### config.mk
export PLATFORM = sky130hd
export DESIGN_NAME = sram_burst_arbiter
export DESIGN_NICKNAME = d
export VERILOG_FILES = /design/src/rtl/sram_burst_arbiter.sv
export SDC_FILE = /design/constraint.sdc
export NUM_CORES = 1
export LEC_CHECK = 0
export ABC_AREA = 1
export CAP_MARGIN = 25
export CORE_MARGIN = 10
export CORE_UTILIZATION = 45
export CTS_CLUSTER_SIZE = 25
export DETAILED_ROUTE_END_ITERATION = 10
export PLACE_DENSITY = 0.76
export SLEW_MARGIN = 20
export SYNTH_ARGS = -nofsm -noshare
export SYNTH_HDL_FRONTEND = slang
export SYNTH_SLANG_ARGS = --single-unit
### constraint.sdc
create_clock -name clk -period 3.7 [get_ports clk]
set_input_delay 0.37 -clock clk [delete_from_list [all_inputs] [get_ports clk]]
set_output_delay 0.37 -clock clk [all_outputs]
set_load 0.03 [all_outputs]
### src/rtl/sram_burst_arbiter.sv
// Round-robin arbiter that shares one SRAM port between a burst read client and a burst write client.
// Each word takes ACCESS_CYCLES clocks. Every output is registered and driven from next-state values.
module sram_burst_arbiter #(
  parameter int ADDR_BITS     = 16,
  parameter int DATA_BITS     = 24,
  parameter int ACCESS_CYCLES = 4,
  parameter int MAX_BURST     = 20
) (
  input  logic                 clk,
  input  logic                 rst,
  input  logic                 rd_req,
  input  logic [ADDR_BITS-1:0] rd_addr,
  input  logic [4:0]           rd_len,
  output logic [DATA_BITS-1:0] rd_data,
  output logic [4:0]           rd_idx,
  output logic                 rd_valid,
  output logic                 rd_done,
  input  logic                 wr_req,
  input  logic [ADDR_BITS-1:0] wr_addr,
  input  logic [4:0]           wr_len,
  output logic [4:0]           wr_idx,
  input  logic [DATA_BITS-1:0] wr_data,
  output logic                 wr_done,
  output logic [ADDR_BITS-1:0] address,
  output logic [DATA_BITS-1:0] w_data,
  input  logic [DATA_BITS-1:0] r_data,
  output logic                 read_enable,
  output logic                 write_enable
);

  typedef enum logic [1:0] {IDLE, RD_BURST, WR_BURST} state_t;

  localparam logic [3:0] T_LAST  = 4'(ACCESS_CYCLES - 1);
  localparam logic [4:0] MAX_LEN = 5'(MAX_BURST);

  state_t               state, state_n;
  logic                 last_wr, last_wr_n;
  logic [ADDR_BITS-1:0] base, base_n;
  logic [4:0]           len, len_n;
  logic [4:0]           idx, idx_n, idx_inc;
  logic [3:0]           tcnt, tcnt_n;
  logic                 sample, grant_rd, grant_wr, word_end, last_word;
  logic [4:0]           rd_len_c, wr_len_c;

  logic [DATA_BITS-1:0] rd_data_n, w_data_n;
  logic [4:0]           rd_idx_n, wr_idx_n;
  logic                 rd_valid_n, rd_done_n, wr_done_n;
  logic [ADDR_BITS-1:0] address_n;
  logic                 read_enable_n, write_enable_n;

  function automatic logic [4:0] clamp_len(input logic [4:0] l);
    return (l > MAX_LEN) ? MAX_LEN : l;
  endfunction

  // The registered done strobes mark the first IDLE cycle, in which requests are not sampled.
  assign sample   = (state == IDLE) && !rd_done && !wr_done;
  assign grant_rd = sample && rd_req && (!wr_req || last_wr);
  assign grant_wr = sample && wr_req && !grant_rd;
  assign rd_len_c = clamp_len(rd_len);
  assign wr_len_c = clamp_len(wr_len);
  assign word_end  = (tcnt == T_LAST);
  assign last_word = (idx == len - 5'd1);
  assign idx_inc   = idx + 5'd1;

  always_comb begin
    state_n        = state;
    last_wr_n      = last_wr;
    base_n         = base;
    len_n          = len;
    idx_n          = idx;
    tcnt_n         = tcnt;
    rd_data_n      = rd_data;
    rd_idx_n       = rd_idx;
    rd_valid_n     = 1'b0;
    rd_done_n      = 1'b0;
    wr_idx_n       = wr_idx;
    wr_done_n      = 1'b0;
    address_n      = address;
    w_data_n       = w_data;
    read_enable_n  = 1'b0;
    write_enable_n = 1'b0;

    unique case (state)
      IDLE: begin
        if (grant_rd) begin
          last_wr_n = 1'b0;
          base_n    = rd_addr;
          len_n     = rd_len_c;
          idx_n     = '0;
          tcnt_n    = '0;
          address_n = rd_addr;
          if (rd_len_c == '0) begin
            rd_done_n = 1'b1;
          end else begin
            state_n       = RD_BURST;
            read_enable_n = 1'b1;
          end
        end else if (grant_wr) begin
          last_wr_n = 1'b1;
          base_n    = wr_addr;
          len_n     = wr_len_c;
          idx_n     = '0;
          tcnt_n    = '0;
          wr_idx_n  = '0;
          address_n = wr_addr;
          if (wr_len_c == '0) begin
            wr_done_n = 1'b1;
          end else begin
            state_n = WR_BURST;
          end
        end
      end

      RD_BURST: begin
        read_enable_n = 1'b1;
        if (word_end) begin
          rd_data_n  = r_data;
          rd_idx_n   = idx;
          rd_valid_n = 1'b1;
          if (last_word) begin
            state_n       = IDLE;
            read_enable_n = 1'b0;
            rd_done_n     = 1'b1;
          end else begin
            idx_n     = idx_inc;
            tcnt_n    = '0;
            address_n = base + ADDR_BITS'(idx_inc);
          end
        end else begin
          tcnt_n = tcnt + 4'd1;
        end
      end

      WR_BURST: begin
        if (word_end) begin
          if (last_word) begin
            state_n   = IDLE;
            wr_done_n = 1'b1;
          end else begin
            idx_n     = idx_inc;
            wr_idx_n  = idx_inc;
            tcnt_n    = '0;
            address_n = base + ADDR_BITS'(idx_inc);
          end
        end else begin
          // tcnt 0 is address setup: data is taken from the client, strobe rises next cycle.
          tcnt_n         = tcnt + 4'd1;
          write_enable_n = 1'b1;
          if (tcnt == '0) w_data_n = wr_data;
        end
      end

      default: state_n = IDLE;
    endcase
  end

  always_ff @(posedge clk or posedge rst) begin
    if (rst) begin
      state        <= IDLE;
      last_wr      <= 1'b1;
      base         <= '0;
      len          <= '0;
      idx          <= '0;
      tcnt         <= '0;
      rd_data      <= '0;
      rd_idx       <= '0;
      rd_valid     <= 1'b0;
      rd_done      <= 1'b0;
      wr_idx       <= '0;
      wr_done      <= 1'b0;
      address      <= '0;
      w_data       <= '0;
      read_enable  <= 1'b0;
      write_enable <= 1'b0;
    end else begin
      state        <= state_n;
      last_wr      <= last_wr_n;
      base         <= base_n;
      len          <= len_n;
      idx          <= idx_n;
      tcnt         <= tcnt_n;
      rd_data      <= rd_data_n;
      rd_idx       <= rd_idx_n;
      rd_valid     <= rd_valid_n;
      rd_done      <= rd_done_n;
      wr_idx       <= wr_idx_n;
      wr_done      <= wr_done_n;
      address      <= address_n;
      w_data       <= w_data_n;
      read_enable  <= read_enable_n;
      write_enable <= write_enable_n;
    end
  end

endmodule

* Word-level counts from Yosys, hierarchy flattened *
Index checks and enable logic that the tools add are counted.

word-level totals
  register bits after elaboration = 112
  input bits = 94
  output and inout bits = 79
  word-level logic and storage cells = 112

cells by class
  $add $sub $neg = 4
  order comparisons = 2
  eq/ne operators = 15
  mux-type cells = 48
  bitwise operators = 1
  reduce and logical (&&, ||, !) cells = 26

operators with widths
  operator                                                               number
  16-bit two-way mux                                                     4
  5-bit two-way mux                                                      9
  16-bit one-hot mux with 2 select lines                                 1
  5-bit one-hot mux with 2 select lines                                  2
  1-bit two-way mux                                                      17
  16-bit by 5-bit adder with 16-bit output                               1
  4-bit two-way mux                                                      4
  2-bit two-way mux                                                      6
  3-bit != test, second input constant                                   4
  5-bit > comparator, second input constant                              2
  5-bit zero test                                                        2
  2-bit != test, second input constant                                   5
  5-bit AND reduction                                                    2
  4-bit one-hot mux with 2 select lines                                  1
  1-bit logical AND                                                      6
  1-bit one-hot mux with 2 select lines                                  3
  3-bit AND reduction                                                    2
  2-bit nonzero test                                                     3
  5-bit by 1-bit adder with 5-bit output, second input constant          1
  5-bit equality test                                                    1
  5-bit by 1-bit subtractor with 5-bit output, second input constant     1
  4-bit by 1-bit adder with 4-bit output, second input constant          1
  4-bit by 2-bit equality test with 1-bit output, second input constant  1
  1-bit zero test                                                        4
  11 further kinds                                                       13

* Longest topological paths before layout *
  word-level depth = 10
  depth in mapped cells = 15
  mapped depth without buffers = 15

* Worst setup path after synthesis *
Ideal clock, no wire load.

  kind = reg-to-reg
  start point = register idx[0]
  end point = register address[13]
  setup time = 117 ps
  arrival = 1916 ps
  required time = 3583 ps
  path slack = 1667 ps
  stages on the path, launching flop included = 15
  path buffers = 0
  period minus slack after synthesis = 2033 ps
  cells stage by stage = dfrtp_1 ha_1 nand3_1 xor2_1 ha_1 nand2_1 inv_1 nor2_1 nand2_1 nand3b_1 nand2_1 nand2_1 nand2_1 nand2_1 nand2_1

between the ends
  longest elaborated chain between the ends = 5
  elaborated cells between the ends (all ways) = 8
  those cells by class = add/sub (2); eq/ne (2); mux (3); reduce/logical (1)

ends and longest elaborated chain
  element                                   line      text
  start: declaration                        40        logic [4:0] idx, idx_n, idx_inc;
  start signal: assignment                  180       idx <= idx_n;
  5-bit by 1-bit adder with 5-bit output    63        assign idx_inc = idx + 5'd1;
  16-bit by 5-bit adder with 16-bit output  127, 143
  16-bit two-way mux                        120, 136
  16-bit two-way mux                        135       if (word_end) begin
  16-bit one-hot mux with 2 select lines    83        unique case (state)
  end signal: assignment                    188       address <= address_n;
  end: declaration                          24        output logic [ADDR_BITS-1:0] address,

Several ways; a longest one is shown, not always the timed one. The select of a mux whose other input is x is not followed.
A chain may end at the register's enable or synchronous reset.

* Worst setup path after layout *
  start point = register state[0]
  end point = register address[2]

between the ends
  longest elaborated chain between the ends = 9
  elaborated cells between the ends (all ways) = 18
  those cells by class = eq/ne (5); mux (2); reduce/logical (11)

ends and longest elaborated chain
  element                         line    text
  start: declaration              36      state_t state, state_n;
  start signal: assignment        176     state <= state_n;
  2-bit zero test                 56, 83
  1-bit logical AND (2 in a row)  56      assign sample = (state == IDLE) && !rd_done && !wr_done;
  1-bit logical AND (2 in a row)  57      assign grant_rd = sample && rd_req && (!wr_req || last_wr);
  1-bit zero test                 58      assign grant_wr = sample && wr_req && !grant_rd;
  1-bit logical AND               58
  3-bit != test (no line)         -
  4-bit AND reduction (no line)   -

Several ways; a longest one is shown, not always the timed one.

==> run metrics <==
Crit path max-delay family buffers and inverters; largest net degree at the start of global routing 58; Pre-antenna DRT Iters 5; die area 18,200 um^2; total track usage 19.2%; clock latency on the worst-skew pair 0.35 ns; Post-Layout Cell Count 1,059; DR vias/cell 4.97; post-CTS sizing 0; CTS clk-pin slew, worst paths 0.07 ns; post-CTS setup buffers 0; Port-buffer cells 172; # IOs 173; min Tclk post-route 2.48 ns; GRT overflow 0; syn nets 826; commonest cells after routing, fill and taps aside nand2_1 (277), clkdlybuf4s50_1 (172), dfrtp_1 (111); post-synthesis sequential area ratio 47.2%; GPL Wtd Cong 0.953; Max Cap Violations 0; hold violation total from the final report 0; final HPWL from detailed placement 13.3 mm; Hold Path End rd_data[19]; Slew headroom 55.3%; CTS sink count 112; commonest non-fill, non-tap cell in the layout nand2_1; VDD IR max 0.510 mV; startpoint types register; DRC Markers 0; max-slew violations 0; R2R depth 7; FF-to-FF Start state[0]; post-DR wirelength/cell 16.3 um; CP max-delay cell clkinv_1; CP peak stage delay 0.60 ns; Hold Crit Depth 2; status finished, final reports clean; period utilization 67.1%; Inserted Clock Buffers 9; mapped cell area 5940 um^2; CP arrival 2.78 ns; RR Endpoint address[2]; Yosys reg bits 112; Crit path required time 4.00 ns; pwr dens 860 nW/um^2; count of cell types in the netlist 43; Die H 135 um; number of diodes 0; area growth from synthesis to layout 36.3%; crit end category register; Fillers 1,098; min-delay src rd_data[19]; Std-Cell Rows 41; RSZ-0062 raised after global routing false; Root Buffer clkbuf_16; most frequent CP cell nand2_1; synthesized area per cell 8.28 um^2; first-pass GRT wire length 28.0 mm; Mapped Cells 718; HP Class reg -> reg; Crit Path Category reg -> reg; transition time at the pin with the least slew margin 0.671 ns; R2R Setup Slk 1.22 ns; CP Depth 7; Register Area 2800 um^2; Iter 0 DRT Violations 362; placed cell count 1,043; CTS tree built; Core Area 12,800 um^2; vias in the first global route 5,210; CP Buf/Inv Count 3; Nets 990; Starting Density 46.5%; wirelength, routed 17.3 mm; Synth Warn # 0; total power 6970 uW; Routed Antenna Nets 0; Worst Path Max Fanout 28; final setup fails 0; Final Skew 0.00739 ns; Pleak 0.00387 uW; share of cells above drive strength 1 9.92%; hold_buf cts 0; CP cell instances inv_1 -> ha_1 -> buf_4 -> clkinv_1 -> o21ai_0 -> nand2_1 -> nand2_1; H-tree levels 3; multi-input logic area 2790 um^2; FMAX 0.403 GHz; setup TNS 0 ns; initial antenna violation count 0; clk buf depth 2; vias 5,260; die width 135 um
==> power by group <==
| group | switching [uW] | total (uW) | leakage (uW) | internal (uW) |
|---|---|---|---|---|
| Clock | 430 | 1030 | 0.000159 | 599 |
| Combinational | 2350 | 3870 | 0.00238 | 1520 |
| Sequential | 349 | 2070 | 0.00133 | 1720 |
| Total | 3130 | 6970 | 0.00387 | 3840 |
==> flip-flops by register name, summed over array words and instances (netlist names) <==
register      count
idx               5
base             16
rd_idx            5
rd_data          24
write_enable      1
read_enable       1
len               5
rd_done           1
wr_idx            5
wr_done           1
w_data           24
state             2
rd_valid          1
tcnt              4
address          16
last_wr           1
==> per-stage QoR <==
| step | setup WS, ns | area (um^2) | hold WS (ns) | utilization (%) |
|---|---|---|---|---|
| detailed placement | 1.19 | 7780 | 0.458 | 60.9 |
| CTS | 1.21 | 8100 | 0.474 | 63.4 |
| global placement | 1.26 | 7780 | 0.453 | 60.9 |
| finish | 1.22 | 8100 | 0.469 | 63.4 |
| floorplan | 0.373 | 5940 | 0.456 | - |
| global route | 0.901 | 8100 | 0.488 | 63.4 |
==> cell usage after synthesis, drive strengths merged <==
master | count | area, um^2
nand2 | 281 | 1070
dfrtp | 111 | 2780
nand3 | 61 | 323
inv | 54 | 208
o21ai | 46 | 245
nor2 | 35 | 166
mux2 | 24 | 345
or2 | 23 | 144
buf | 13 | 97.6
ha | 13 | 163
clkbuf | 11 | 42.5
o211ai | 11 | 82.6
a21oi | 7 | 38.8
nand4 | 7 | 43.8
xor2 | 6 | 52.6
nand3b | 3 | 22.5
a31oi | 2 | 12.5
xnor2 | 2 | 17.5
clkinv | 1 | 3.75
dfstp | 1 | 26.3
fa | 1 | 20.0
nor3 | 1 | 10.0
nor4 | 1 | 6.26
o21bai | 1 | 7.51
o22ai | 1 | 6.26
o31ai | 1 | 7.51
==> per-layer routing <==
layer / up-vias / share of wire (%) / track usage (%)
met5: - / 0 / 0
met4: 0 / 1.4 / 5.98
met3: 16 / 8.6 / 5.64
met2: 190 / 44 / 28.9
met1: 2424 / 46 / 25.9
li1: 2630 / - / -
==> cell type report <==
cell class	count	area share, %
Multi-Input combinational cell	527	34.4
Timing Repair Buffer	177	21.7
Inverter	55	2.64
Tap cell	172	2.66
Sequential cell	112	34.6
Clock inverter	2	0.432
Clock buffer	14	3.51
==> tightest hold or removal path, cell delays in order (launching register included) <==
cell and delay [ns]:
dfrtp_1 0.34, nand2_1 0.05, nand2_1 0.04
==> logic make-up after synthesis <==
logic type	count (synthesis)	share of synthesized area, %
AND/OR/NAND/NOR	412	30.1
multiplexers	24	5.81
AO/OA/AOI/OAI	69	6.74
XOR/XNOR	8	1.18
adder cells (fa/ha/maj)	14	3.07
flip-flops	112	47.2
buffers and inverters	79	5.91
==> how the worst max path moves through the flow <==
stage / to / start / slack (ns)
floorplan: address[0] / rst / 0.37
global placement: state[1] / rd_req / 1.26
detailed placement: state[1] / rd_req / 1.19
CTS: state[1] / state[0] / 1.21
global route: state[0] / state[0] / 0.90
finish: address[2] / state[0] / 1.22
Note: power is estimated with default switching activity, not from simulation.
